--- config.mk ---
export PLATFORM = sky130hd
export DESIGN_NAME = gol_row_sequencer
export DESIGN_NICKNAME = d
export VERILOG_FILES = /design/src/rtl/gol_row_sequencer.sv
export SDC_FILE = /design/constraint.sdc
export NUM_CORES = 1
export LEC_CHECK = 0
export BUFFER_PORTS_ARGS = -buffer_cell sky130_fd_sc_hd__buf_2
export CAP_MARGIN = 15
export CORE_MARGIN = 8
export CORE_UTILIZATION = 55
export DETAILED_ROUTE_END_ITERATION = 10
export HOLD_SLACK_MARGIN = 0.03
export PLACE_DENSITY = 0.77
export SKIP_CTS_REPAIR_TIMING = 1
export SKIP_LAST_GASP = 1
export SLEW_MARGIN = 20
export SYNTH_ARGS = -nofsm -noshare
export SYNTH_HDL_FRONTEND = slang
export SYNTH_SLANG_ARGS = --single-unit
--- constraint.sdc ---
create_clock -name clk -period 1.8 [get_ports clk]
set_input_delay 0.27 -clock clk [delete_from_list [all_inputs] [get_ports clk]]
set_output_delay 0.27 -clock clk [all_outputs]
set_load 0.01 [all_outputs]
--- src/rtl/gol_row_sequencer.sv ---
// Game of Life generation sequencer: strobes the row decoder through every row, one row per clock.
// Starts from a period timer (run_en) or a single step request; one pending request is queued while busy.
module gol_row_sequencer #(
  parameter int ROWS        = 8,
  parameter int TICK_CYCLES = 1000,
  parameter int GEN_W       = 16
) (
  input  logic                    clk,
  input  logic                    rst,
  input  logic                    run_en,
  input  logic                    step_req,
  output logic                    dec_ena,
  output logic [$clog2(ROWS)-1:0] dec_addr,
  output logic                    busy,
  output logic                    gen_done,
  output logic [GEN_W-1:0]        gen_count
);

  localparam int AW = $clog2(ROWS);
  localparam int PW = (TICK_CYCLES > 1) ? $clog2(TICK_CYCLES) : 1;
  localparam logic [AW-1:0] LAST_ROW  = AW'(ROWS - 1);
  localparam logic [PW-1:0] LAST_TICK = PW'(TICK_CYCLES - 1);

  typedef enum logic [1:0] {IDLE, SCAN, DONE} state_t;

  state_t           r_state;
  logic [AW-1:0]    r_row;
  logic [PW-1:0]    r_presc;
  logic             r_pending;
  logic             r_dec_ena;
  logic [AW-1:0]    r_dec_addr;
  logic             r_busy;
  logic             r_gen_done;
  logic [GEN_W-1:0] r_gen_count;

  logic w_tick;
  logic w_req;
  logic w_start;

  assign w_tick  = run_en && (r_presc == LAST_TICK);
  assign w_req   = w_tick || step_req;
  assign w_start = w_req || r_pending;

  // Prescaler parks at 0 while stopped so a re-enable waits a full period.
  always_ff @(posedge clk) begin
    if (rst || !run_en || w_tick) begin
      r_presc <= '0;
    end else begin
      r_presc <= r_presc + 1'b1;
    end
  end

  always_ff @(posedge clk) begin
    if (rst) begin
      r_state     <= IDLE;
      r_row       <= '0;
      r_pending   <= 1'b0;
      r_dec_ena   <= 1'b0;
      r_dec_addr  <= '0;
      r_busy      <= 1'b0;
      r_gen_done  <= 1'b0;
      r_gen_count <= '0;
    end else begin
      case (r_state)
        IDLE: begin
          r_gen_done <= 1'b0;
          if (w_start) begin
            r_state    <= SCAN;
            r_row      <= '0;
            r_pending  <= 1'b0;
            r_dec_ena  <= 1'b1;
            r_dec_addr <= '0;
            r_busy     <= 1'b1;
          end
        end
        SCAN: begin
          if (w_req) r_pending <= 1'b1;
          if (r_row == LAST_ROW) begin
            r_state     <= DONE;
            r_dec_ena   <= 1'b0;
            r_dec_addr  <= '0;
            r_gen_done  <= 1'b1;
            r_gen_count <= r_gen_count + 1'b1;
          end else begin
            r_row      <= r_row + 1'b1;
            r_dec_addr <= r_row + 1'b1;
          end
        end
        DONE: begin
          if (w_req) r_pending <= 1'b1;
          r_state    <= IDLE;
          r_busy     <= 1'b0;
          r_gen_done <= 1'b0;
        end
        default: begin
          r_state    <= IDLE;
          r_dec_ena  <= 1'b0;
          r_dec_addr <= '0;
          r_busy     <= 1'b0;
          r_gen_done <= 1'b0;
        end
      endcase
    end
  end

  assign dec_ena   = r_dec_ena;
  assign dec_addr  = r_dec_addr;
  assign busy      = r_busy;
  assign gen_done  = r_gen_done;
  assign gen_count = r_gen_count;

endmodule

==> reports/metrics.cfg <==
[floorplan]
die_area_um2 = 5210
floorplan.die.height_um = 72.2
num_rows = 20
top_level_ports = 26
design.core.area_um2 = 3030
initial_core_util_pct = 57.4
die-width_um = 72.2

[timing]
finalSetupViolCount = 0
grt_setup_unrepaired = true
maxClockFrequency_mhz = 582
fin_hold_ws_ns = 0.142
setup_ws_ns = 0.0814
timing.final.crit_period_ns = 1.72
max-slew-margin-rel_pct = 71.6
worst-slew-pin-transition_ns = 0.422
hold_viol_final = 0
worst_clock_skew_ns = 0.00803
finalCritPeriodShare_pct = 95.5
slew_violations = 0

[yosys]
post-synth-top-count-cell = sky130_fd_sc_hd__dfxtp_1
synth_flop_cell = sky130_fd_sc_hd__dfxtp_1
synthTopCellsByCount = sky130_fd_sc_hd__dfxtp_1, sky130_fd_sc_hd__nor2_1, sky130_fd_sc_hd__xor2_1, sky130_fd_sc_hd__nand2_1, sky130_fd_sc_hd__a21oi_1
synth_sequential_area_ratio_pct = 43.8
synth.ff_latch_count = 38
synthesis.nets = 197
post_synth_instance_area_um2 = 1740
post_synthesis_async_set_or_reset_flop_share_pct = 0
yosysTopAreaCellShare_pct = 43.8
yosys-top-cells-area = sky130_fd_sc_hd__dfxtp_1, sky130_fd_sc_hd__xor2_1, sky130_fd_sc_hd__nor2_1
yosysWarningCount = 0
synth.distinct_cells = 42
yosysTopAreaCell = sky130_fd_sc_hd__dfxtp_1
syn_inst = 186
synth_enable_flop_cells = 0
synth.avg_cell_area_um2 = 9.34

[grt]
grt_overflow_total = 0
number_of_global_route_vias_before_repair = 1434
grt_first_pass_wirelength_um = 6210
grtUsageTotal_pct = 14.8
grt_max_degree = 20
grt_antenna_before_repair = 0

[drt]
detailroute.via_count = 1451
drc = 0
drt-total-wl_um = 3520
routed_wirelength_normalized_by_instance_count_um = 13.2
firstDrtPassIters = 4
initialDrtViolationCount = 80
routed_via_density = 5.43
detail-route-antenna-nets = 0

[clock_tree]
clock_tree.htree_level_count = 2
cts.sink_count = 38
clk_transition_reported_paths_ns = 0.11
cts.root.buffer_cell = sky130_fd_sc_hd__clkbuf_4
clk_path_buf_depth = 2
insertion_delay_ns = 0.35
cts-buffers-inserted = 5
tritoncts_clock_tree = yes

[worst_setup_path]
critPathKind = flip-flop to flip-flop
worstSetupStartpoint = r_row[0]
rr_worst_depth = 6
timing.critical_path.fanout_max = 5
reg2reg_setup_slack_ns = 0.08
worst_setup_path_end_kind = flip-flop
cp_data_required_time_ns = 2.08
regToRegStartpoint = r_row[0]
worst-endpoint-arrival_ns = 2.00
startpoint_type = flip-flop
timing.critical_path.to = gen_count[13]
timing.rr.end = gen_count[13]

[pwr]
totalPowerFinal_mw = 1.55
max-vdd-ir-drop_mv = 0.526
power_density_nw_per_um2 = 758
power.static_leakage_nw = 0.862

[placed_design]
dpl.hpwl_um = 2610
place_ws_ns = 0.0707
io_buffer_count = 25
gp_congestion = 0.873
dpl-instance-area_um2 = 1950

[layout]
fin_area_um2 = 2040
utilization_pct = 67.4
antenna-diode-count = 0
area.growth.synth_to_final_pct = 17.5
drive_gt1_share_pct = 26.0
nNetsFinal = 233

[outcome]
status = complete, no violations

[hold_path]
hold_path.class = input port to flip-flop

[job]
max-cap-violations = 0

-- cells in the final DEF (no fill, tap or decap), types with 6 or more instances in the layout --
cell type                 netlist  routed
sky130_fd_sc_hd__dfxtp_1       38      38
sky130_fd_sc_hd__buf_2          1      25
sky130_fd_sc_hd__nor2_1        24      24
sky130_fd_sc_hd__xor2_1        12      12
sky130_fd_sc_hd__nand2_1       10      10
sky130_fd_sc_hd__a21oi_1        9       9
sky130_fd_sc_hd__buf_4          0       9
sky130_fd_sc_hd__nand3_1        8       8
sky130_fd_sc_hd__o21ai_0        8       7
sky130_fd_sc_hd__inv_1          6       6
sky130_fd_sc_hd__xnor2_1        6       6
sky130_fd_sc_hd__ha_1           7       6
-- area by class of cell --
type | count | area, µm²
clock buffers | 7 | 55.1
clock inverters | 1 | 5.00
fillers | 254 | 986
inverters | 6 | 22.5
multi-input cells | 137 | 951
flip-flops and latches | 38 | 761
well taps | 44 | 55.1
repair buffers | 34 | 193
-- state kept, by name, indices dropped and copies added (netlist names) --
signal and cells:
busy 1, gen_count 16, dec_addr 3, dec_ena 1, r_row 3, r_pending 1, r_presc 10, r_state 2
gen_done 1
-- through the flow --
step           std cells  setup TNS [ns]
4_1_cts              265               0
2_1_floorplan        186               0
5_1_grt              267        -0.00673
3_3_place_gp         257               0
6_report             267               0
3_5_place_dp         257               0
-- where the power goes --
group / internal [mW] / switching, mW
clock network: 0.189 / 0.279
registers: 0.866 / 0.0157
logic: 0.0844 / 0.113
total: 1.14 / 0.407
-- worst max-delay path: stages, from the launching register on --
cell and delay (ns):
sky130_fd_sc_hd__dfxtp_1 0.37, sky130_fd_sc_hd__ha_1 0.16, sky130_fd_sc_hd__ha_2 0.21, sky130_fd_sc_hd__and4_4 0.28, sky130_fd_sc_hd__nand4_4 0.12, sky130_fd_sc_hd__or3_1 0.37, sky130_fd_sc_hd__a21oi_1 0.15
-- routing by layer --
| layer | GRT usage [%] | part of all wire (%) |
|---|---|---|
| met5 | 0 | 0 |
| met4 | 9.52 | 2.6 |
| met3 | 4.13 | 4.3 |
| met2 | 24.5 | 48 |
| met1 | 16.3 | 45 |
-- logic make-up (layout without fill, tap and decap cells) --
| group | after synthesis | after routing | synth area share, % |
|---|---|---|---|
| AOI/OAI and AO/OA | 31 | 31 | 12.5 |
| xor gates and xnor gates | 18 | 18 | 9.07 |
| adders and majority gates | 7 | 7 | 5.04 |
| buffers and inverters | 11 | 48 | 2.45 |
| DFF | 38 | 38 | 43.8 |
| muxes | 1 | 1 | 0.648 |
| and+or+nand+nor | 80 | 80 | 26.5 |
-- how the worst min path moves through the flow --
| stage | depth (start not counted) | slack (ns) | to | startpoint |
|---|---|---|---|---|
| 2_1_floorplan | 1 | 0.43 | r_presc[0] | r_presc[0] |
| 3_3_place_gp | 1 | 0.44 | r_presc[0] | r_presc[0] |
| 3_5_place_dp | 1 | 0.45 | r_presc[0] | r_presc[0] |
| 4_1_cts | 2 | 0.13 | r_pending | rst |
| 5_1_grt | 2 | 0.15 | r_pending | rst |
| 6_report | 2 | 0.14 | r_pending | rst |
(Power assumes the default switching activity.)
